`config.mk`:
```
export PLATFORM = sky130hd
export DESIGN_NAME = button_pulse_gen_flat
export DESIGN_NICKNAME = d
export VERILOG_FILES = /design/src/rtl/lc3_misc_pkg.sv /design/src/rtl/button_pulse_gen_if.sv /design/src/rtl/sync_2ff.sv /design/src/rtl/button_pulse_gen.sv /design/src/flat_wrapper.sv
export SDC_FILE = /design/constraint.sdc
export NUM_CORES = 1
export LEC_CHECK = 0
export BUFFER_PORTS_ARGS = -buffer_cell sky130_fd_sc_hd__buf_2
export CAP_MARGIN = 30
export CELL_PAD_IN_SITES_DETAIL_PLACEMENT = 1
export CELL_PAD_IN_SITES_GLOBAL_PLACEMENT = 2
export CORE_ASPECT_RATIO = 1.1
export CORE_MARGIN = 5
export CORE_UTILIZATION = 34
export DETAILED_ROUTE_END_ITERATION = 6
export GPL_TIMING_DRIVEN = 0
export PLACE_DENSITY = 0.76
export SLEW_MARGIN = 5
export SYNTH_ARGS = -nofsm -noshare
export SYNTH_HDL_FRONTEND = slang
export SYNTH_SLANG_ARGS = --single-unit
```
`constraint.sdc`:
```
create_clock -name Clk -period 1.5 [get_ports Clk]
set_clock_uncertainty 0.05 [all_clocks]
set_input_delay 0.075 -clock Clk [delete_from_list [all_inputs] [get_ports Clk]]
set_output_delay 0.075 -clock Clk [all_outputs]
set_load 0.05 [all_outputs]
```
`src/rtl/lc3_misc_pkg.sv`:
```
`default_nettype none
// +----------------------------------------------------------------------+
// | lc3_misc_pkg : shared state encoding for the board input conditioners |
// | Rev 1.0 - initial release                                            |
// +----------------------------------------------------------------------+
package lc3_misc_pkg;

  typedef enum logic [1:0] {
    IDLE       = 2'd0,
    PRESS_WAIT = 2'd1,
    HELD       = 2'd2,
    REL_WAIT   = 2'd3
  } btn_state_e;

  // The debounced level is high while the button is accepted as pressed,
  // including while a release is still being qualified.
  function automatic logic btn_level_of(input btn_state_e s);
    return (s == HELD) || (s == REL_WAIT);
  endfunction

endpackage
`default_nettype wire

```
`src/rtl/button_pulse_gen_if.sv`:
```
`default_nettype none
// +----------------------------------------------------------------------+
// | button_pulse_gen_if : raw button in, debounced level and strobes out  |
// | Rev 1.0 - initial release                                            |
// +----------------------------------------------------------------------+
interface button_pulse_gen_if;
  logic Btn_In;
  logic Btn_Level;
  logic Press_Pulse;
  logic Release_Pulse;

  modport master (
    output Btn_In,
    input  Btn_Level,
    input  Press_Pulse,
    input  Release_Pulse
  );

  modport slave (
    input  Btn_In,
    output Btn_Level,
    output Press_Pulse,
    output Release_Pulse
  );
endinterface
`default_nettype wire

```
`src/rtl/sync_2ff.sv`:
```
`default_nettype none
// +----------------------------------------------------------------------+
// | sync_2ff : generic two-flop synchronizer, synchronous reset to 0      |
// | Rev 1.0 - initial release                                            |
// +----------------------------------------------------------------------+
module sync_2ff #(
  parameter int WIDTH = 1
) (
  input  logic             Clk,
  input  logic             Reset,
  input  logic [WIDTH-1:0] i_d,
  output logic [WIDTH-1:0] o_q
);

  logic [WIDTH-1:0] r_meta;
  logic [WIDTH-1:0] r_sync;

  always_ff @(posedge Clk) begin
    if (Reset) begin
      r_meta <= '0;
      r_sync <= '0;
    end else begin
      r_meta <= i_d;
      r_sync <= r_meta;
    end
  end

  assign o_q = r_sync;

endmodule
`default_nettype wire

```
`src/rtl/button_pulse_gen.sv`:
```
`default_nettype none
// +----------------------------------------------------------------------+
// | button_pulse_gen : debounced button level plus press/release strobes  |
// | Rev 1.0 - initial release                                            |
// +----------------------------------------------------------------------+
module button_pulse_gen
  import lc3_misc_pkg::*;
#(
  parameter int STABLE_CYCLES = 50000,
  parameter int CNT_W         = $clog2(STABLE_CYCLES)
) (
  input  logic                Clk,
  input  logic                Reset,
  button_pulse_gen_if.slave   btn
);

  localparam logic [CNT_W-1:0] c_cnt_max = CNT_W'(STABLE_CYCLES - 1);

  logic             w_s_btn;
  btn_state_e       r_state;
  btn_state_e       w_state_nxt;
  logic [CNT_W-1:0] r_cnt;
  logic [CNT_W-1:0] w_cnt_nxt;
  logic             r_level;
  logic             r_press;
  logic             r_release;
  logic             w_press;
  logic             w_release;

  sync_2ff #(
    .WIDTH (1)
  ) u_sync (
    .Clk   (Clk),
    .Reset (Reset),
    .i_d   (btn.Btn_In),
    .o_q   (w_s_btn)
  );

  always_ff @(posedge Clk) begin
    if (Reset) begin
      r_state   <= IDLE;
      r_cnt     <= '0;
      r_level   <= 1'b0;
      r_press   <= 1'b0;
      r_release <= 1'b0;
    end else begin
      r_state   <= w_state_nxt;
      r_cnt     <= w_cnt_nxt;
      r_level   <= btn_level_of(w_state_nxt);
      r_press   <= w_press;
      r_release <= w_release;
    end
  end

  // Any disagreeing sample during a WAIT state drops back to the level
  // that was already accepted; the counter restarts on every entry.
  always_comb begin
    w_state_nxt = r_state;
    w_cnt_nxt   = r_cnt;
    case (r_state)
      IDLE: begin
        if (w_s_btn) begin
          w_state_nxt = PRESS_WAIT;
          w_cnt_nxt   = '0;
        end
      end
      PRESS_WAIT: begin
        if (!w_s_btn) begin
          w_state_nxt = IDLE;
          w_cnt_nxt   = '0;
        end else if (r_cnt == c_cnt_max) begin
          w_state_nxt = HELD;
          w_cnt_nxt   = '0;
        end else begin
          w_cnt_nxt   = r_cnt + CNT_W'(1);
        end
      end
      HELD: begin
        if (!w_s_btn) begin
          w_state_nxt = REL_WAIT;
          w_cnt_nxt   = '0;
        end
      end
      REL_WAIT: begin
        if (w_s_btn) begin
          w_state_nxt = HELD;
          w_cnt_nxt   = '0;
        end else if (r_cnt == c_cnt_max) begin
          w_state_nxt = IDLE;
          w_cnt_nxt   = '0;
        end else begin
          w_cnt_nxt   = r_cnt + CNT_W'(1);
        end
      end
      default: begin
        w_state_nxt = IDLE;
        w_cnt_nxt   = '0;
      end
    endcase
  end

  assign w_press   = (r_state == PRESS_WAIT) && (w_state_nxt == HELD);
  assign w_release = (r_state == REL_WAIT)   && (w_state_nxt == IDLE);

  assign btn.Btn_Level     = r_level;
  assign btn.Press_Pulse   = r_press;
  assign btn.Release_Pulse = r_release;

endmodule
`default_nettype wire

```
`src/flat_wrapper.sv`:
```
// flat-port wrapper written by rule: the top's interface ports become plain ports
module button_pulse_gen_flat import lc3_misc_pkg::*;
#(
  parameter int STABLE_CYCLES = 50000,
  parameter int CNT_W         = $clog2(STABLE_CYCLES)
)
  (Clk, Reset, btn_Btn_In, btn_Btn_Level, btn_Press_Pulse, btn_Release_Pulse);
  button_pulse_gen_if btn_i ();
  input  logic Clk;
  input  logic Reset;
  input wire logic [$bits(btn_i.Btn_In)-1:0] btn_Btn_In;
  output wire logic [$bits(btn_i.Btn_Level)-1:0] btn_Btn_Level;
  output wire logic [$bits(btn_i.Press_Pulse)-1:0] btn_Press_Pulse;
  output wire logic [$bits(btn_i.Release_Pulse)-1:0] btn_Release_Pulse;
  assign btn_i.Btn_In = btn_Btn_In;
  assign btn_Btn_Level = btn_i.Btn_Level;
  assign btn_Press_Pulse = btn_i.Press_Pulse;
  assign btn_Release_Pulse = btn_i.Release_Pulse;
  button_pulse_gen #(.STABLE_CYCLES(STABLE_CYCLES), .CNT_W(CNT_W)) u_core (.Clk(Clk), .Reset(Reset), .btn(btn_i));
endmodule
```
[Word level (Yosys, flattened, before mapping)]
Cells that the tools add are included.
Word-level totals
  register bits after elaboration: 23
  input bits: 3
  output and inout bits: 3
  word-level logic and storage cells: 35
Operators by class
  add/sub/neg operators: 1
  equal/unequal tests: 8
  multiplexer cells: 13
  reductions and logical operators: 6
Operators by type and width (number)
  16-bit 2-to-1 mux: 5
  16-bit case mux with 4 select lines: 1
  16-bit by 1-bit adder with 16-bit output, second input constant: 1
  16-bit equality test, second input constant: 1
  2-bit 2-to-1 mux: 6
  2-bit equality test, second input constant: 4
  2-bit case mux with 4 select lines: 1
  2-bit zero test: 2
  2-bit inequality test, second input constant: 2
  2-bit by 1-bit equality test with 1-bit output, second input constant: 1
  1-bit logical AND: 2
  2-bit AND reduction: 1
  1-bit logical OR: 1

[Depth between registers and ports, before layout]
Gate-level depths: netlist of the first run.
  word-level depth: 6
  mapped depth: 7
  gate-level depth less buffers: 5

[Hierarchy]
A second synthesis of the first run with hierarchy kept.
Second synthesis, totals
  cells, all modules: 132
  area, all modules: 1142.3 sq um
By module, submodules not included
  button_pulse_gen: times used 1, cells an instance 128, area each 1089.8 sq um, sequential area each 420.4 sq um
  sync_2ff: times used 1, cells an instance 4, area each 52.6 sq um, sequential area each 40.0 sq um

[Worst setup path before layout of the first run]
Ideal clock, no wire load.
  path kind: register to register
  start: register u_core.r_cnt[0]
  end: register u_core.r_cnt[1]
  setup time: 129 ps
  arrival: 1402 ps
  data required time: 1321 ps
  slack: -82 ps
  cell stages (with the launch flop): 8
  buffers on the path: 2
  clock period less this slack: 1582 ps
  cells stage by stage: dfxtp_1 > ha_1 > and3_1 > buf_2 > nand4_4 > clkbuf_1 > a32oi_1 > nor2_1
Between the ends
  longest elaborated chain between the ends: 4
  elaborated cells on any way between the ends: 6
  those cells by class: 1 x add/sub; 1 x eq/ne; 4 x mux
RTL lines
  start, declared: line button_pulse_gen.sv:22  | logic [CNT_W-1:0] r_cnt;
  start signal, assigned: line button_pulse_gen.sv:48  | r_cnt <= w_cnt_nxt;
  16-bit by 1-bit adder with 16-bit output or 16-bit equality test (tied branches)
  16-bit 2-to-1 mux (*): line button_pulse_gen.sv:71, button_pulse_gen.sv:88
  16-bit 2-to-1 mux, on equally long branches: line button_pulse_gen.sv:85, button_pulse_gen.sv:68
  16-bit case mux with 4 select lines (*): line button_pulse_gen.sv:60  | case (r_state)
Every way passes the cells marked *; elsewhere a longest branch is shown, timed or not.
A chain may end at the register's enable or synchronous reset.

[Worst setup path after layout of the first run]
  start: register u_core.r_cnt[4]
  end: register u_core.r_release, in the netlist u_core.btn.Release_Pulse
Between the ends
  longest elaborated chain between the ends: 6
  elaborated cells on any way between the ends: 8
  those cells by class: 1 x eq/ne; 5 x mux; 2 x reduce/logical
RTL lines
  16-bit equality test (*): line button_pulse_gen.sv:71, button_pulse_gen.sv:88
  2-bit 2-to-1 mux, on equally long branches: line button_pulse_gen.sv:88, button_pulse_gen.sv:71
  2-bit 2-to-1 mux, on equally long branches: line button_pulse_gen.sv:85, button_pulse_gen.sv:68
  2-bit case mux with 4 select lines (*): line button_pulse_gen.sv:60
  2-bit zero test (*): line button_pulse_gen.sv:103  | assign w_release = (r_state == REL_WAIT) && (w_state_nxt == IDLE);
  1-bit logical AND (*): line button_pulse_gen.sv:103
  end signal, assigned: line button_pulse_gen.sv:51  | r_release <= w_release;
  end, declared: line button_pulse_gen.sv:26  | logic r_release;
Marked as above.

==> results of run 1 <==
-- cells in the final DEF (no fill, tap or decap), drive strengths merged, types with 4 or more instances in the layout --
cell / Yosys / layout
nand2: 7 / 7
dfxtp: 23 / 23
clkbuf: 4 / 7
nand3: 6 / 6
nor3: 5 / 5
xor2: 7 / 7
o21ai: 6 / 6
buf: 5 / 17
a31oi: 9 / 9
a21oi: 4 / 4
or3: 5 / 5
and4: 5 / 5
-- stage by stage --
step / TNS, ns / instance area, um^2 / setup WS, ns / power, mW / hold slack (ns)
global route: -2.112 / 1543 / -0.1905 / 1.019 / 0.4095
detailed placement: -3.611 / 1287 / -0.2277 / 0.6756 / 0.2467
global placement: -2.656 / 1287 / -0.1727 / 0.6741 / 0.2476
CTS: -1.270 / 1479 / -0.1412 / 0.9901 / 0.4101
finish: -0.8886 / 1543 / -0.1333 / 0.9708 / 0.4034
floorplan: 0 / 1207 / 0.01404 / 0.6626 / 0.1532
-- layer usage --
| layer | vias up | share of wire (%) | track usage, % | wire length [um] |
|---|---|---|---|---|
| li1 | 498 | - | - | - |
| met1 | 497 | 45 | 16.97 | 1333 |
| met2 | 8 | 52 | 22.16 | 1552 |
| met3 | 4 | 1.8 | 2.167 | 53 |
| met4 | 0 | 0.84 | 4.063 | 25 |
| met5 | - | 0 | 0 | 0 |
-- power by group through the flow --
stage          combinational (mW)  clock (mW)  sequential (mW)
6_report                   0.0570       0.301            0.613
5_1_grt                    0.0618       0.343            0.614
3_5_place_dp               0.0458           0            0.630
2_1_floorplan              0.0333           0            0.629
3_3_place_gp               0.0444           0            0.630
4_1_cts                    0.0564       0.317            0.616
-- final cells by class --
cell class              instances  area, um^2  share of cell area [%]
clock buffers                   3       22.52                   1.460
plain buffers                   7       80.08                   5.191
flip-flops and latches         23       479.2                   31.06
repair buffers                 17       162.7                   10.54
multi-input cells              87       721.9                   46.80
well taps                      48       60.06                   3.893
inverters                       3       11.26                  0.7299
clock inverters                 1       5.005                  0.3244
-- cells in the mapped netlist, types with 2 or more instances --
master      n
nand3_1     6
nor2b_1     2
and2_1      3
a31oi_1     9
nor2_1      2
o2111ai_1   3
nand3b_1    2
and4_1      4
clkbuf_1    2
inv_1       3
buf_6       4
or3_1       5
a211oi_2    2
o21ai_0     6
xor2_1      7
dfxtp_1    23
nor3_1      5
a21oi_1     3
nand2_1     7
nand4_1     2
nor4b_2     2
-- worst max-delay path: cells and delay by family, from the launching register on --
family           cells  cell delay (ns)
and+or+nand+nor      4             1.11
DFF                  1             0.40
-- timing repair --
item | CTS | global route
hold buffers | 3 | 0
endpoints found under the setup margin | 21 | 21
hold endpoints to repair | 5 | 0
setup buffers | 6 | 3
pin swaps | 8 | 12
gates resized for setup | 14 | 17
cloned | 0 | 1
-- kinds of logic after synthesis --
logic type      share of synthesized area [%]
fa+ha+maj                               1.049
flops                                   38.61
xor+xnor                                5.142
compound gates                          17.84
simple gates                            29.80
buf+inv                                 7.555
-- path summary, 6_finish.rpt --
| path | to | slack [ns] |
|---|---|---|
| max | u_core.btn.Release_Pulse | -0.13 |
| min | u_core.u_sync.o_q | 0.40 |
| max reg2reg | u_core.btn.Release_Pulse | -0.13 |
| min reg2reg | u_core.u_sync.o_q | 0.40 |
-- flip-flops by register name, indices dropped and copies added, names as in the netlist --
name / flops
u_core.r_cnt: 16
u_core.r_state: 2
u_core.btn.Btn_Level: 1
u_core.btn.Press_Pulse: 1
u_core.btn.Release_Pulse: 1
u_core.u_sync.o_q: 1
u_core.u_sync.r_meta: 1
==> reports/qor.yml, run 1 <==
critical_path:
  reg2reg_depth: 4
  arrival_ns: 1.83
  cp-start-kind: "flip-flop"
  cp_slowest_cell: "dfxtp_4"
  crit_type: "reg2reg"
  worst_setup_path_end_kind: "flip-flop"
  r2r-start: "u_core.r_cnt[4]"
  crit_fanout: 7
  crit_start: "u_core.r_cnt[4]"
  cpPeakStageDelay_ns: 0.40
  crit_required_ns: 1.69
  crit_chain: "nor4b_4, nand4_4, or2_4, nor4b_2"
synthesis:
  synthTopCellsByArea: "dfxtp_1 (39%), xor2_1 (5.1%), a31oi_1 (4.7%), buf_6 (3.8%), and4_1 (2.9%)"
  yosys_warnings: 0
  yosys.area.top_type: "dfxtp_1"
  synthCells: 122
  synth_top_area_share_pct: 38.61
  synth-seq-cells: 23
  synth_seq_area_share_pct: 38.61
  synth_edf_count: 0
  synth_area_um2: 1192
  syn-num-nets: 126
  synthDistinctLibCells: 41
  ys_async_sr_fraction_pct: 0
  synthFlopType: "dfxtp_1"
  syn_area_per_cell_um2: 9.774
clocking:
  insertion_delay_ns: 0.32
  cts_tree: "done"
  h-tree-depth: 1
  cts_buffers: 3
  clkTransAtPathRegs_ns: 0.13
  clock-sinks: 23
  clock_path_buffers: 2
  cts_root_buffer: "clkbuf_4"
floorplanning:
  rows: 22
  core_region_area_um2: 3358
  die_w_um: 66.47
  die_area_um2: 4793
  dieHeight_um: 72.11
  ios: 6
  start_util_pct: 35.51
timing:
  maxSlewHeadroom_pct: 58.54
  worst_slack_ns: -0.1333
  setup_viol: 16
  period_minus_slack_ns: 1.633
  fin_crit_sh_pct: 108.9
  slew_violations: 0
  hold_viol: 0
  max_freq_ghz: 0.6123
  worst_pin_slew_ns: 0.6218
  rsz0062_at_grt: "true"
finish:
  diodes: 0
  drive_gt1_share_pct: 39.72
  n_fill_cell: 400
  layout.cells.non_filler: 189
  fin_nets: 146
  fin_util_pct: 45.94
  area_delta_synth_final_pct: 29.38
hold_path:
  worst_hold_startpoint: "u_core.u_sync.r_meta"
  holdPathStages: 1
  hold_path.class: "reg2reg"
placement:
  io_buffers: 4
  place_inst: 174
  dp_hpwl_um: 1957
  gp_congestion: 0.7279
grt:
  grt_pass1_wl_um: 4912
  grt_pass1_vias: 1034
  grt_overflow: 0
  antenna_found_initial: 0
  grt_max_degree: 14
  track_usage_pct: 13.13
detailed_routing:
  wire_per_inst_um: 15.69
  drtPass1Iterations: 2
  drt_wl_total_um: 2965
  ant_nets: 0
  dr.first_iter.drc_count: 19
  route.detailed.drc: 0
  vias: 1007
  via_per_inst: 5.328
power_and_ir_drop:
  power.leakage_nw: 0.5313
  internal-power_mw: 0.7324
  pwr-share-clk_pct: 31.0
  pwr-share-comb_pct: 5.9
  vdd_drop_max_uv: 356.4
  swShare_pct: 24.56
  p_sw_mw: 0.2385
  pwr-share-seq_pct: 63.1
  powerDensity_nw_per_um2: 629.3
run_status:
  status: "finished with violations"
  violations: "setup timing"
run:
  max_cap_viol_count: 0
Note: power is estimated with default switching activity, not from simulation.
==> run 2: changes to the inputs <==
Settings changed: PLACE_DENSITY 0.76 to not set, PLACE_DENSITY_LB_ADDON set to 0.1.
==> run 2 against run 1 <==
  * The flow still finishes with violations (setup timing)
  * Clock power hardly changed
  * Hold slack better by 0.0062 ns
  * Design area is 4.4% higher
  * Via count is 2.1% higher
  * Non-clock buffer count is 3 higher
  * Sequential power hardly changed
  * Global-route usage is 0.34 points higher
  * Combinational power is 15% higher
  * Register-to-register slack better by 0.02 ns
  * Fmax is 1.2% higher
  * Clock-buffer cell count stayed put
  * Critical endpoint unchanged
  * Highest routed layer unchanged
==> reports/qor.yml, run 2 (synthesis results as in run 1) <==
run_status:
  status: "finished with violations"
  violations: "setup timing"
timing:
  slew_violations: 0
  holdWs_ns: 0.4096
  max_freq_ghz: 0.6195
  worst_pin_slew_ns: 0.6220
  period_minus_slack_ns: 1.614
  worst_slack_ns: -0.1141
  tns_ns: -0.6017
  maxSlewHeadroom_pct: 58.53
  fin_crit_sh_pct: 107.6
  setup_viol: 11
  hold_viol: 0
  rsz0062_at_grt: "true"
critical_path:
  arrival_ns: 1.79
  crit_type: "reg2reg"
  crit_chain: "nor4b_4, nand4_4, or2_4, nor4b_4"
  path_common_cell: "nor4b_4"
  crit_required_ns: 1.68
  worst_setup_path_end_kind: "flip-flop"
  cp-start-kind: "flip-flop"
  cpPeakStageDelay_ns: 0.40
  crit_fanout: 8
  cp_slowest_cell: "dfxtp_4"
detailed_routing:
  route.detailed.drc: 0
  via_per_inst: 5.354
  wire_per_inst_um: 15.63
  ant_nets: 0
  drtPass1Iterations: 4
  vias: 1028
  dr.first_iter.drc_count: 25
  drt_wl_total_um: 3000
finish:
  diodes: 0
  largestRegisters: "u_core.r_cnt: 16 flops, u_core.r_state: 2 flops"
  largest_reg_flops: 16
  fin_nets: 149
  final_cell_mix: "dfxtp_1 (12), buf_4 (9), dfxtp_2 (9)"
  drive_gt1_share_pct: 45.14
  area_delta_synth_final_pct: 35.05
  fin_util_pct: 47.95
  mostFrequentLayoutCell: "dfxtp_1"
  largest-register: "u_core.r_cnt"
clocking:
  clkTransAtPathRegs_ns: 0.14
  cts_buffers: 3
  cts_root_buffer: "clkbuf_4"
  h-tree-depth: 1
  clock-sinks: 23
  clock_path_buffers: 2
  insertion_delay_ns: 0.31
  cts_tree: "done"
grt:
  grt_max_degree: 14
  grt_overflow: 0
  antenna_found_initial: 0
  grt_pass1_vias: 1076
  grt_pass1_wl_um: 4988
  track_usage_pct: 13.47
power_and_ir_drop:
  power.leakage_nw: 0.5488
  total_power_mw: 0.9767
  vdd_drop_max_uv: 373.1
  powerDensity_nw_per_um2: 606.5
placement:
  gp_congestion: 0.7189
  io_buffers: 4
  dp_hpwl_um: 2003
floorplanning:
  start_util_pct: 35.51
  die_w_um: 66.47
  rows: 22
  dieHeight_um: 72.11
  die_area_um2: 4793
  core_region_area_um2: 3358
  ios: 6
run:
  max_cap_viol_count: 0
hold_path:
  hold_path.class: "reg2reg"
## run 2: cell types whose count changed in the layout (fill, tap and decap cells not counted), moves of 2 or more
cell     before  now
a31oi_2       0    2
a31oi_1       9    7
nor3_2        0    2
buf_4         6    9
nor3_1        5    3
## run 2: cell type report
type / count / area [um^2]
buffer: 7 / 80.08
clock buffer: 3 / 22.52
clock inverter: 1 / 5.005
fill: 380 / 1748
inverter: 3 / 11.26
multi-input combinational: 87 / 780.7
sequential: 23 / 479.2
tap: 48 / 60.06
timing repair buffer: 20 / 171.4
## run 2: repair_timing
item                       CTS  global route
setup buffers                7             6
pin swaps                    6            10
hold buffers                 3             0
setup endpoints to repair   21            21
hold endpoints to repair     5             0
gates resized for setup     15            24
## run 2: final timing paths
| kind | start | to | slack [ns] | cells past startpoint |
|---|---|---|---|---|
| max | u_core.r_cnt[4] | u_core.btn.Release_Pulse | -0.11 | 4 |
| min | u_core.u_sync.r_meta | u_core.u_sync.o_q | 0.41 | 1 |
| min reg2reg | u_core.u_sync.r_meta | u_core.u_sync.o_q | 0.41 | 1 |
| max reg2reg | u_core.r_cnt[4] | u_core.btn.Release_Pulse | -0.11 | 4 |
## run 2: per-layer routing
metal / global-route usage, % / up-vias / wire (um) / share of wire (%)
met4: 3.386 / 0 / 18 / 0.60
met1: 16.40 / 516 / 1425 / 48
li1: - / 502 / - / -
met5: 0 / - / 0 / 0
met2: 24.59 / 8 / 1511 / 50
met3: 1.858 / 2 / 45 / 1.5
## run 2: per-stage QoR
stage | worst slack (ns) | area, um^2 | cells
2_1_floorplan | 0.01404 | 1207 | 122
3_3_place_gp | -0.1814 | 1287 | 174
3_5_place_dp | -0.2519 | 1287 | 174
4_1_cts | -0.1089 | 1461 | 187
5_1_grt | -0.2128 | 1610 | 192
6_report | -0.1141 | 1610 | 192
## run 2: where the power goes
part | switching, mW | internal, mW | total, mW
Sequential | 0.00289 | 0.611 | 0.614
Clock | 0.198 | 0.0995 | 0.298
Combinational | 0.0380 | 0.0275 | 0.0655
Total | 0.239 | 0.738 | 0.977
## run 2: worst max-delay path, delay by kind of cell (launching register included)
family	cells	cell delay (ns)
simple gates	4	1.09
flops	1	0.40
